<file path="src/rtl/fp_pkg.sv">
// Shared floating-point definitions: default field widths, operand classes,
// exponent bias and the canonical quiet-NaN pattern.
package fp_pkg;

    localparam int EXP_W_DEF = 8;
    localparam int MAN_W_DEF = 23;
    localparam int FP_MAX_W  = 128;

    typedef enum logic [1:0] {ZERO, NORM, INF, NAN} fp_class_t;

    function automatic int fp_bias(input int exp_w);
        return (1 << (exp_w - 1)) - 1;
    endfunction

    // Wide result; callers cast down to their own word width.
    function automatic logic [FP_MAX_W-1:0] canon_nan(input int exp_w, input int man_w);
        logic [FP_MAX_W-1:0] one;
        one = FP_MAX_W'(1);
        return (((one << exp_w) - one) << man_w) | (one << (man_w - 1));
    endfunction

endpackage

</file>
<file path="src/rtl/fp_mult_pipe_if.sv">
// Operand/result handshake bundle for the pipelined FP multiplier.
interface fp_mult_pipe_if
    import fp_pkg::*;
#(
    parameter int EXP_W = EXP_W_DEF,
    parameter int MAN_W = MAN_W_DEF
);
    localparam int W = 1 + EXP_W + MAN_W;

    logic         in_valid;
    logic         in_ready;
    logic [W-1:0] a;
    logic [W-1:0] b;
    logic         out_valid;
    logic         out_ready;
    logic [W-1:0] out;
    logic         flag_invalid;
    logic         flag_overflow;
    logic         flag_underflow;
    logic         flag_inexact;

    modport master (
        output in_valid, a, b, out_ready,
        input  in_ready, out_valid, out,
        input  flag_invalid, flag_overflow, flag_underflow, flag_inexact
    );

    modport slave (
        input  in_valid, a, b, out_ready,
        output in_ready, out_valid, out,
        output flag_invalid, flag_overflow, flag_underflow, flag_inexact
    );

endinterface

</file>
<file path="src/rtl/fp_round_pack.sv">
// Combinational normalise, round-to-nearest-even, range check and pack for
// a raw mantissa product plus biased exponent sum.
module fp_round_pack
    import fp_pkg::*;
#(
    parameter int EXP_W = EXP_W_DEF,
    parameter int MAN_W = MAN_W_DEF
) (
    input  logic                          sign,
    input  logic                          special,
    input  logic                          invalid,
    input  logic [EXP_W+MAN_W:0]          special_val,
    input  logic [2*(MAN_W+1)-1:0]        prod,
    input  logic signed [EXP_W+1:0]       exp_sum,
    output logic [EXP_W+MAN_W:0]          res,
    output logic                          flag_invalid,
    output logic                          flag_overflow,
    output logic                          flag_underflow,
    output logic                          flag_inexact
);
    localparam int P  = 2 * (MAN_W + 1);
    localparam int E2 = EXP_W + 2;
    localparam logic signed [E2-1:0] EXP_MAX = E2'((1 << EXP_W) - 1);

    logic                 msb;
    logic [MAN_W-1:0]     frac;
    logic                 guard;
    logic                 sticky;
    logic                 round_up;
    logic [MAN_W:0]       frac_r;
    logic signed [E2-1:0] exp_adj;
    logic signed [E2-1:0] exp_fin;

    always_comb begin
        msb = prod[P-1];
        // Without the top bit set the field windows sit one position lower,
        // equivalent to shifting the product left by one.
        if (msb) begin
            frac   = prod[P-2 -: MAN_W];
            guard  = prod[P-2-MAN_W];
            sticky = |prod[P-3-MAN_W:0];
        end else begin
            frac   = prod[P-3 -: MAN_W];
            guard  = prod[P-3-MAN_W];
            sticky = |prod[P-4-MAN_W:0];
        end

        round_up = guard & (sticky | frac[0]);
        frac_r   = {1'b0, frac} + {{MAN_W{1'b0}}, round_up};
        exp_adj  = exp_sum + $signed({{(E2-1){1'b0}}, msb});
        exp_fin  = exp_adj + $signed({{(E2-1){1'b0}}, frac_r[MAN_W]});

        res            = {sign, exp_fin[EXP_W-1:0], frac_r[MAN_W-1:0]};
        flag_invalid   = 1'b0;
        flag_overflow  = 1'b0;
        flag_underflow = 1'b0;
        flag_inexact   = guard | sticky;

        if (special) begin
            res          = special_val;
            flag_invalid = invalid;
            flag_inexact = 1'b0;
        end else if (exp_fin >= EXP_MAX) begin
            res           = {sign, {EXP_W{1'b1}}, {MAN_W{1'b0}}};
            flag_overflow = 1'b1;
            flag_inexact  = 1'b1;
        end else if (exp_fin[E2-1] || (exp_fin == '0)) begin
            res            = {sign, {(EXP_W+MAN_W){1'b0}}};
            flag_underflow = 1'b1;
            flag_inexact   = 1'b1;
        end
    end

endmodule

</file>
<file path="src/rtl/fp_mult_pipe.sv">
// Three-stage pipelined floating-point multiplier: classify, multiply,
// round/pack, with one global stall enable driven by the output handshake.
module fp_mult_pipe
    import fp_pkg::*;
#(
    parameter int EXP_W = EXP_W_DEF,
    parameter int MAN_W = MAN_W_DEF
) (
    input  logic          clk,
    input  logic          rst_n,
    fp_mult_pipe_if.slave bus
);
    localparam int W  = 1 + EXP_W + MAN_W;
    localparam int M1 = MAN_W + 1;
    localparam int P  = 2 * M1;
    localparam int E2 = EXP_W + 2;
    localparam logic signed [E2-1:0] BIAS    = E2'(fp_bias(EXP_W));
    localparam logic [W-1:0]         NAN_VAL = W'(canon_nan(EXP_W, MAN_W));

    function automatic fp_class_t classify(input logic [EXP_W-1:0] e, input logic [MAN_W-1:0] f);
        if (e == '0) return ZERO;
        if (e == '1) return (f == '0) ? INF : NAN;
        return NORM;
    endfunction

    logic en;

    // Stage 1 registers
    logic             s1_valid_reg;
    logic             s1_sign_reg;
    fp_class_t        s1_cls_a_reg;
    fp_class_t        s1_cls_b_reg;
    logic [EXP_W-1:0] s1_exp_a_reg;
    logic [EXP_W-1:0] s1_exp_b_reg;
    logic [M1-1:0]    s1_man_a_reg;
    logic [M1-1:0]    s1_man_b_reg;

    // Stage 2 registers
    logic                 s2_valid_reg;
    logic                 s2_sign_reg;
    logic                 s2_special_reg;
    logic                 s2_invalid_reg;
    logic [W-1:0]         s2_special_val_reg;
    logic [P-1:0]         s2_prod_reg;
    logic signed [E2-1:0] s2_exp_reg;

    // Stage 3 (output) registers
    logic         out_valid_reg;
    logic [W-1:0] out_reg;
    logic         flag_invalid_reg;
    logic         flag_overflow_reg;
    logic         flag_underflow_reg;
    logic         flag_inexact_reg;

    logic         any_nan;
    logic         any_inf;
    logic         any_zero;
    logic [W-1:0] special_val;

    logic [W-1:0] rp_res;
    logic         rp_invalid;
    logic         rp_overflow;
    logic         rp_underflow;
    logic         rp_inexact;

    assign en           = !out_valid_reg || bus.out_ready;
    assign bus.in_ready = en;

    always_ff @(posedge clk) begin
        if (!rst_n) begin
            s1_valid_reg <= 1'b0;
        end else if (en) begin
            s1_valid_reg <= bus.in_valid;
            s1_sign_reg  <= bus.a[W-1] ^ bus.b[W-1];
            s1_cls_a_reg <= classify(bus.a[W-2 -: EXP_W], bus.a[MAN_W-1:0]);
            s1_cls_b_reg <= classify(bus.b[W-2 -: EXP_W], bus.b[MAN_W-1:0]);
            s1_exp_a_reg <= bus.a[W-2 -: EXP_W];
            s1_exp_b_reg <= bus.b[W-2 -: EXP_W];
            s1_man_a_reg <= {1'b1, bus.a[MAN_W-1:0]};
            s1_man_b_reg <= {1'b1, bus.b[MAN_W-1:0]};
        end
    end

    // NaN outranks inf, which outranks zero; inf x zero is itself invalid.
    always_comb begin
        any_nan  = (s1_cls_a_reg == NAN) || (s1_cls_b_reg == NAN) ||
                   ((s1_cls_a_reg == INF) && (s1_cls_b_reg == ZERO)) ||
                   ((s1_cls_a_reg == ZERO) && (s1_cls_b_reg == INF));
        any_inf  = (s1_cls_a_reg == INF) || (s1_cls_b_reg == INF);
        any_zero = (s1_cls_a_reg == ZERO) || (s1_cls_b_reg == ZERO);
        if (any_nan) begin
            special_val = NAN_VAL;
        end else if (any_inf) begin
            special_val = {s1_sign_reg, {EXP_W{1'b1}}, {MAN_W{1'b0}}};
        end else begin
            special_val = {s1_sign_reg, {(W-1){1'b0}}};
        end
    end

    always_ff @(posedge clk) begin
        if (!rst_n) begin
            s2_valid_reg <= 1'b0;
        end else if (en) begin
            s2_valid_reg       <= s1_valid_reg;
            s2_sign_reg        <= s1_sign_reg;
            s2_special_reg     <= any_nan || any_inf || any_zero;
            s2_invalid_reg     <= any_nan;
            s2_special_val_reg <= special_val;
            s2_prod_reg        <= P'(s1_man_a_reg) * P'(s1_man_b_reg);
            s2_exp_reg         <= $signed({2'b00, s1_exp_a_reg}) + $signed({2'b00, s1_exp_b_reg}) - BIAS;
        end
    end

    fp_round_pack #(
        .EXP_W (EXP_W),
        .MAN_W (MAN_W)
    ) u_round_pack (
        .sign           (s2_sign_reg),
        .special        (s2_special_reg),
        .invalid        (s2_invalid_reg),
        .special_val    (s2_special_val_reg),
        .prod           (s2_prod_reg),
        .exp_sum        (s2_exp_reg),
        .res            (rp_res),
        .flag_invalid   (rp_invalid),
        .flag_overflow  (rp_overflow),
        .flag_underflow (rp_underflow),
        .flag_inexact   (rp_inexact)
    );

    always_ff @(posedge clk) begin
        if (!rst_n) begin
            out_valid_reg      <= 1'b0;
            out_reg            <= '0;
            flag_invalid_reg   <= 1'b0;
            flag_overflow_reg  <= 1'b0;
            flag_underflow_reg <= 1'b0;
            flag_inexact_reg   <= 1'b0;
        end else if (en) begin
            out_valid_reg      <= s2_valid_reg;
            out_reg            <= rp_res;
            flag_invalid_reg   <= rp_invalid;
            flag_overflow_reg  <= rp_overflow;
            flag_underflow_reg <= rp_underflow;
            flag_inexact_reg   <= rp_inexact;
        end
    end

    assign bus.out_valid      = out_valid_reg;
    assign bus.out            = out_reg;
    assign bus.flag_invalid   = flag_invalid_reg;
    assign bus.flag_overflow  = flag_overflow_reg;
    assign bus.flag_underflow = flag_underflow_reg;
    assign bus.flag_inexact   = flag_inexact_reg;

endmodule

</file>
<file path="src/flat_wrapper.sv">
// flat-port wrapper written by rule: the top's interface ports become plain ports
module fp_mult_pipe_flat import fp_pkg::*;
#(
    parameter int EXP_W = EXP_W_DEF,
    parameter int MAN_W = MAN_W_DEF
)
  (clk, rst_n, bus_in_valid, bus_a, bus_b, bus_out_ready, bus_in_ready, bus_out_valid, bus_out, bus_flag_invalid, bus_flag_overflow, bus_flag_underflow, bus_flag_inexact);
  fp_mult_pipe_if #(.EXP_W(EXP_W), .MAN_W(MAN_W)) bus_i ();
  input  logic clk;
  input  logic rst_n;
  input wire logic [$bits(bus_i.in_valid)-1:0] bus_in_valid;
  input wire logic [$bits(bus_i.a)-1:0] bus_a;
  input wire logic [$bits(bus_i.b)-1:0] bus_b;
  input wire logic [$bits(bus_i.out_ready)-1:0] bus_out_ready;
  output wire logic [$bits(bus_i.in_ready)-1:0] bus_in_ready;
  output wire logic [$bits(bus_i.out_valid)-1:0] bus_out_valid;
  output wire logic [$bits(bus_i.out)-1:0] bus_out;
  output wire logic [$bits(bus_i.flag_invalid)-1:0] bus_flag_invalid;
  output wire logic [$bits(bus_i.flag_overflow)-1:0] bus_flag_overflow;
  output wire logic [$bits(bus_i.flag_underflow)-1:0] bus_flag_underflow;
  output wire logic [$bits(bus_i.flag_inexact)-1:0] bus_flag_inexact;
  assign bus_i.in_valid = bus_in_valid;
  assign bus_i.a = bus_a;
  assign bus_i.b = bus_b;
  assign bus_i.out_ready = bus_out_ready;
  assign bus_in_ready = bus_i.in_ready;
  assign bus_out_valid = bus_i.out_valid;
  assign bus_out = bus_i.out;
  assign bus_flag_invalid = bus_i.flag_invalid;
  assign bus_flag_overflow = bus_i.flag_overflow;
  assign bus_flag_underflow = bus_i.flag_underflow;
  assign bus_flag_inexact = bus_i.flag_inexact;
  fp_mult_pipe #(.EXP_W(EXP_W), .MAN_W(MAN_W)) u_core (.clk(clk), .rst_n(rst_n), .bus(bus_i));
endmodule
</file>
<file path="config.mk">
export PLATFORM = sky130hd
export DESIGN_NAME = fp_mult_pipe_flat
export DESIGN_NICKNAME = d
export VERILOG_FILES = /design/src/rtl/fp_pkg.sv /design/src/rtl/fp_mult_pipe_if.sv /design/src/rtl/fp_round_pack.sv /design/src/rtl/fp_mult_pipe.sv /design/src/flat_wrapper.sv
export SDC_FILE = /design/constraint.sdc
export NUM_CORES = 2
export LEC_CHECK = 0
export ABC_AREA = 0
export CAP_MARGIN = 5
export CORE_MARGIN = 3
export CORE_UTILIZATION = 60
export CTS_CLUSTER_SIZE = 25
export DETAILED_ROUTE_END_ITERATION = 8
export PLACE_DENSITY = 0.79
export SETUP_SLACK_MARGIN = 0.05
export SLEW_MARGIN = 20
export SYNTH_ARGS = -nofsm -noshare
export SYNTH_HDL_FRONTEND = slang
export SYNTH_HIERARCHICAL = 1
export SYNTH_SLANG_ARGS = --single-unit
</file>
<file path="constraint.sdc">
create_clock -name clk -period 13.9 [get_ports clk]
set_clock_uncertainty 0.15 [all_clocks]
set_input_delay 2.78 -clock clk [delete_from_list [all_inputs] [get_ports clk]]
set_output_delay 2.78 -clock clk [all_outputs]
set_load 0.03 [all_outputs]
</file>
After elaboration in Yosys (flattened, before gate mapping). Cells that the tools add are included.

Flip-flop bits (word level): 199. Bits in latches: 0. Memory bits (writable): 0. ROM bits: 0. Input port bits: 68. Output and inout port bits: 38. Word-level logic and storage cells: 100. Memories: 0.

Add/subtract/negate cells: 5. Multipliers: 1. Divide/modulo/power cells: 0. $lt $le $gt $ge: 1. Equal/unequal tests: 6. Shifts and indexed selects: 0. Mux-type cells: 40. Bitwise operators: 4. Reduce and logical (&&, ||, !) cells: 22.

Operator list (count): $mux W31 (3); $mul A24 B24 Y48 (1); $logic_not A23 Y1 (2); $mux W32 (1); $mux W1 (27); $add A23 B1 Y24 (1); $mux W23 (1); $reduce_or A23 Y1 (1); $reduce_or A22 Y1 (1); $add A10 B2 Y10 (2); $eq A8 B8 Y1 const B (2); $logic_not A8 Y1 (2); $mux W2 (8); $ge A10 B9 Y1 const B (1); $logic_not A10 Y1 (1); $sub A10 B8 Y10 const B (1); $add A8 B8 Y9 (1); $logic_or A1 B1 Y1 (9); $eq A2 B2 Y1 const B (4); $logic_not A2 Y1 (2); $logic_and A1 B1 Y1 (2); $or A1 B1 Y1 (2); $reduce_and A2 Y1 (1); $and A1 B1 Y1 (1); 2 further kinds (2).

Logic depth before layout (Yosys ltp).
Depth in word-level cells: 11. Gate-level depth with buffers: 27. Mapped depth without buffers: 25.

Hierarchy. The synthesis kept the hierarchy.

Modules (own cells, without submodules): fp_mult_pipe (times used 1, cells an instance 2531, area each 24720.0 µm², sequential area each 4714.5 µm²); fp_round_pack (times used 1, cells an instance 309, area each 2053.2 µm², sequential area each 0.0 µm²).

Worst setup path after synthesis. Ideal clock, no wire load.

Kind: input to register. Start point: input port bus_out_ready. End point: register u_core.s1_cls_a_reg[0] (enable). Setup time: 0.505 ns. Arrival time: 6.501 ns. Required time: 13.245 ns. Slack: 6.744 ns. Cell stages on the path: 4. Path through: nor2b_1 > inv_1 > clkbuf_1 > and2_1.

Longest elaborated chain between the ends: 2.

RTL lines: start: declaration (RTL line flat_wrapper.sv:14) `input wire logic [$bits(bus_i.out_ready)-1:0] bus_out_ready;`; $logic_or A1 B1 Y1 (RTL line fp_mult_pipe.sv:66) `assign en = !out_valid_reg || bus.out_ready;`; via bus_in_ready (RTL line flat_wrapper.sv:15) `output wire logic [$bits(bus_i.in_ready)-1:0] bus_in_ready;`; $reduce_and A2 Y1 (no source line); end signal: assignment (RTL line fp_mult_pipe.sv:75) `s1_cls_a_reg <= classify(bus.a[W-2 -: EXP_W], bus.a[MAN_W-1:0]);`; end: declaration (RTL line fp_mult_pipe.sv:31) `fp_class_t s1_cls_a_reg;`.

The timed path passes the listed nets, and every way through them passes these cells. A chain may end at the register's enable or synchronous reset.

Final worst setup path.
Start point: register u_core.s1_man_b_reg[3]. End point: register u_core.s2_prod_reg[43] (data pin).

Longest elaborated chain between the ends: 1.

RTL lines: start: declaration (RTL line fp_mult_pipe.sv:36) `logic [M1-1:0] s1_man_b_reg;`; start signal: assignment (RTL line fp_mult_pipe.sv:80) `s1_man_b_reg <= {1'b1, bus.b[MAN_W-1:0]};`; $mul A24 B24 Y48 (RTL line fp_mult_pipe.sv:109) `s2_prod_reg <= P'(s1_man_a_reg) * P'(s1_man_b_reg);`; end signal: assignment (RTL line fp_mult_pipe.sv:109); end: declaration (RTL line fp_mult_pipe.sv:44) `logic [P-1:0] s2_prod_reg;`.

No other way between the ends.

==> results.sh <==
export IMPL_status="finished, final reports clean"
export IMPL_ys_types=83
export IMPL_synth_top_family_by_area="adder cells"
export IMPL_numClockSinks=170
export IMPL_totalWireLength_um=72900
export IMPL_die_height_um=217
export IMPL_syn_to_final_growth_pct=7.82
export IMPL_setup_violations=0
export IMPL_ios=106
export IMPL_cts_buffers_inserted=17
export IMPL_finalHoldViolCount=0
export IMPL_synth_ff_type="edfxtp_1"
export IMPL_fin_setup_tns_ns=0
export IMPL_clock_path_buffers=2
export IMPL_dr_pass1_iters=5
export IMPL_end_kind="flip-flop"
export IMPL_grt_max_degree=78
export IMPL_initial_core_util=0.615
export IMPL_cts_setup_buffers=0
export IMPL_core_area_sq_mm=0.0436
export IMPL_clkSlewWorstSetupHoldPaths_ns=0.08
export IMPL_synth_compound_area_frac=0.0730
export IMPL_die_w_um=217
export IMPL_min_delay_start="u_core/s1_sign_reg"
export IMPL_cpMostUsedCell="fa_1"
export IMPL_clk_latency_ns=0.49
export IMPL_max_stage_delay_ns=1.20
export IMPL_synth_edf_count=131
export IMPL_crit_start="u_core/s1_man_b_reg[3]"
export IMPL_synthArstFlopShare=0
export IMPL_cts_htree_levels=4
export IMPL_max_clock_freq_mhz=125
export IMPL_synthAdderAreaFrac=0.451
export IMPL_layout_commonest_cell="inv_1"
export IMPL_cts_resized=0
export IMPL_cts_root_buf="clkbuf_16"
export IMPL_min_period_over_period=0.577
export IMPL_nFillCells=3504
export IMPL_hpwl_um=56600
export IMPL_vias=20100
export IMPL_cp_arrival_ns=8.10
export IMPL_holdWs_ns=0.311
export IMPL_yosys_warnings=6
export IMPL_grt_usage=0.325
export IMPL_multi_input_area_sq_mm=0.0193
export IMPL_fin_ws_ns=5.88
export IMPL_cts_tree="built"
export IMPL_vias_per_cell=5.79
export IMPL_synth_area_leaders="fa_1 (36%), edfxtp_1 (15%), ha_1 (8.9%)"
export IMPL_regArea_sq_mm=0.00471
export IMPL_gp_congestion=1.05
export IMPL_placementRows=76
export IMPL_tightest_slew_ns=1.28
export IMPL_num_nets_final=3611
export IMPL_yosysTopAreaCell="fa_1"
export IMPL_worst_path_max_fanout=22
export IMPL_drcViolationCount=0
export IMPL_worstReg2RegStart="u_core/s1_man_b_reg[3]"
export IMPL_cp_start_kind="flip-flop"
export IMPL_drtIter0Drc=1746
export IMPL_dieArea_sq_mm=0.0472
export IMPL_holdBufCountCts=0
export IMPL_slew_violations=0
export IMPL_synth_top_cell_area_share=0.362
export IMPL_synth_xor_area_share=0.0232
export IMPL_maxCapViolCount=0
export IMPL_path_cells="nand2_1 > fa_1 > inv_1 > fa_1 > inv_1 > fa_1 > fa_1 > inv_1 > fa_1 > fa_1 > inv_1 > fa_1 > inv_1 > ha_1 > nand4_1 > nor3_2 > nand2_1 > and3b_1 > a21oi_1 > o2111ai_1 > a21boi_2 > a31oi_1 > xnor2_1"
export IMPL_num_antenna_cells=0
export IMPL_mostFrequentLayoutCells="inv_1 (606), fa_1 (484), nand2_1 (411)"
export IMPL_rsz0062_at_grt="false"
export IMPL_muxShareOfSynthArea=0.00706
export IMPL_synth_cells=2840
export IMPL_synth_simple_gate_area_frac=0.164
export IMPL_grt_overflow=0
export IMPL_critPathKind="flip-flop to flip-flop"
export IMPL_slowest_stage="edfxtp_1"
export IMPL_layout_min_cycle_time_ns=8.02
export IMPL_syn_area_sq_mm=0.0268
export IMPL_dp_slack_ns=6.09
export IMPL_grt_pass1_vias=21300
export IMPL_syn_avg_cell_area_sq_um=9.43
export IMPL_largest_reg_flops=48
export IMPL_maxSlewHeadroom=0.146
export IMPL_ant_nets=0
export IMPL_hp_class="flip-flop to flip-flop"
export IMPL_io_buffers=105
export IMPL_wl_per_cell_um=21.0
export IMPL_grt_pass1_wl_um=117000
export IMPL_drive_above_1_share=0.0295
export IMPL_antenna_found_initial=1
export IMPL_seq_area_frac_synth=0.176
export IMPL_ys_seq_elements=170
export IMPL_crit_required_ns=13.98
==> critical path, delay by kind of cell (launching register included) <==
kind                       cells  cell delay [ns]
buffers and inverters          5             0.28
adders and majority gates      8             4.00
xor gates and xnor gates       1             0.16
and+or+nand+nor                5             1.02
DFF                            1             1.20
AOI/OAI and AO/OA              4             0.93
==> per-layer routing <==
layer,routed length [um],share of wire,global-route usage,vias up
met1,29000,0.40,0.431,10000
met3,7430,0.10,0.0923,184
met2,33500,0.46,0.508,1066
met5,0,0,0,-
met4,3030,0.042,0.132,0
li1,-,-,-,8813
==> cell usage after synthesis, types with 39 or more instances <==
cell type	count
xnor2_1	44
inv_1	606
and2_1	243
fa_1	484
a21boi_0	39
a21oi_1	54
ha_1	190
dfxtp_1	39
nand2_1	411
nor2_1	76
clkbuf_1	115
edfxtp_1	131
==> layout make-up <==
type	count	area share
tap	585	0.0254
clock buffer	17	0.0147
multi-input combinational	1949	0.669
timing repair buffer	121	0.0407
clock inverter	15	0.00715
sequential	170	0.163
inverter	610	0.0793
==> path summary, 6_finish.rpt <==
check                            to  slack, ns  cells past startpoint
max          u_core/s2_prod_reg[43]       5.88                     23
max reg2reg  u_core/s2_prod_reg[43]       5.88                     23
min reg2reg      u_core/s2_sign_reg       0.31                      0
min              u_core/s2_sign_reg       0.31                      0
==> kinds of logic after synthesis <==
logic type,Yosys count
buffers and inverters,742
XOR/XNOR,71
multiplexers,18
flip-flops,170
AO/OA/AOI/OAI,270
adder cells (fa/ha/maj),674
other,1
AND/OR/NAND/NOR,894
==> metrics by stage <==
step | cell area, sq um | util | std cells
finish | 28900 | 0.663 | 3467
detailed placement | 28200 | 0.648 | 3434
floorplan | 26900 | - | 2861
CTS | 28900 | 0.662 | 3466
global route | 28900 | 0.663 | 3467
global placement | 28200 | 0.648 | 3434
Power is not shown: default switching activity piles up to over one toggle a cycle in this logic, so the estimate is an artifact.
==> RTL edit (same flow settings) <==
`EXP_W_DEF`: 8 -> 12.
--- a/src/rtl/fp_pkg.sv
+++ b/src/rtl/fp_pkg.sv
@@ -3,5 +3,5 @@
 package fp_pkg;
 
-    localparam int EXP_W_DEF = 8;
+    localparam int EXP_W_DEF = 12;
     localparam int MAN_W_DEF = 23;
     localparam int FP_MAX_W  = 128;
Interface: changed (resized bus_a, bus_b and bus_out); port bits go from 106 to 118. No check against the original RTL was run, so the function may have changed too.
==> RTL edit against the original RTL <==
- wire length down 1.0%
- global-route usage is 1.2 points lower
- count of clock-buffer cells in the layout did not move
- sequential cell count is 16 higher
- synthesized area rose by 2.7%
- setup slack better by 110 ps
- die area increased by 2.7%
- utilization is 0.45 points higher
- design area grew 3.3%
- fmax up 1.4%
Power is left out: the tool's default activity adds up to more than one toggle a clock period on the data nets, which glitch-free logic cannot reach.
==> RTL edit: results (changes against the original RTL) <==
{| class="wikitable"
! Metric !! Value
|-
| Status || complete, no violations (unchanged)
|-
| Total routing resource utilization after global routing || 31.27% (was 32.47%)
|-
| Number of library cell types mapped by synthesis || 83 (unchanged)
|-
| Wirelength per Cell || 20.35 microns (was 21.04 microns)
|-
| Final Net Count || 3700 (was 3611)
|-
| Routed wl met3 || 7.009 mm (was 7.431 mm)
|-
| HPWL after detailed placement || 55.52 mm (was 56.61 mm)
|-
| Synth area leaders || sky130_fd_sc_hd__fa_1 (35%), sky130_fd_sc_hd__edfxtp_1 (16%), sky130_fd_sc_hd__ha_1 (9.0%) (was sky130_fd_sc_hd__fa_1 (36%), sky130_fd_sc_hd__edfxtp_1 (15%), sky130_fd_sc_hd__ha_1 (8.9%))
|-
| Placer's final routability congestion estimate || 0.9952 (was 1.052)
|-
| Wire length of the first global-routing pass || 115.7 mm (was 117.3 mm)
|-
| Share of synthesized area occupied by flip-flops and latches || 18.74% (was 17.61%)
|-
| Most instantiated cells after synthesis || sky130_fd_sc_hd__inv_1 (600), sky130_fd_sc_hd__fa_1 (484), sky130_fd_sc_hd__nand2_1 (430), sky130_fd_sc_hd__and2_1 (252), sky130_fd_sc_hd__ha_1 (198) (was sky130_fd_sc_hd__inv_1 (606), sky130_fd_sc_hd__fa_1 (484), sky130_fd_sc_hd__nand2_1 (411), sky130_fd_sc_hd__and2_1 (243), sky130_fd_sc_hd__ha_1 (190))
|-
| Largest net degree at the start of global routing || 83 (was 78)
|-
| Vias || 20240 (was 20080)
|-
| Fillers || 3534 (was 3504)
|-
| Routed metal-1 wire length || 28.57 mm (was 28.95 mm)
|-
| EDFF count, synth || 143 (was 131)
|-
| Layout cells sized above 1 || 3.519% (was 2.949%)
|-
| Number of buffers added on ports || 117 (was 105)
|-
| Worst-path fanout max || 24 (was 22)
|-
| Routed length on met2 || 33.31 mm (was 33.52 mm)
|-
| Async set-reset flop share out of synthesis || 0% (unchanged)
|-
| Number of iterations in the first detailed-routing pass || 6 (was 5)
|-
| CP arrival || 7980 ps (was 8100 ps)
|-
| Number of antenna violations at the first check in global routing || 0 (was 1)
|}
[RTL edit: cells by family after synthesis]
kind of cell    Yosys count  share of synthesized area [%]
mux                      29                          1.101
simple gates            886                          15.77
compound gates          268                          6.700
other cells               1                        0.01363
flops                   186                          18.74
fa+ha+maj               682                          44.23
buf+inv                 741                          10.29
xor+xnor                 99                          3.152
[RTL edit: final timing paths]
kind / startpoint / to / slack (ps)
worst max-delay path: u_core/s1_man_b_reg[9] / u_core/s2_prod_reg[45] / 5990
worst min-delay path: u_core/s1_sign_reg / u_core/s2_sign_reg / 310
worst max register to register: u_core/s1_man_b_reg[9] / u_core/s2_prod_reg[45] / 5990
worst min register to register: u_core/s1_sign_reg / u_core/s2_sign_reg / 310
[RTL edit: area by class of cell]
cell class	instances	area (sq um)	area share, %
Clock buffer	17	425.4	1.426
Clock inverter	15	207.7	0.6962
Inverter	604	2267	7.600
Multi-Input combinational cell	1986	19610	65.73
Sequential cell	186	5155	17.28
Tap cell	592	740.7	2.483
Timing Repair Buffer	147	1428	4.785
[RTL edit: through the flow]
stage               instance area (sq um)  hold WS [ps]  utilization [%]  worst slack, ps  cells
finish                              29830         308.8            66.73             5992   3547
global placement                    29150         289.9            65.20             6343   3512
floorplan                           27590         276.4                -             6286   2913
CTS                                 29780         311.3            66.61             6051   3544
detailed placement                  29150         290.3            65.20             6054   3512
global route                        29830         337.1            66.73             5559   3547
[RTL edit: layer usage]
layer,track usage [%],vias up
met5,0,-
met4,12.49,0
met3,7.088,185
met2,50.01,1084
met1,41.85,9999
li1,-,8976
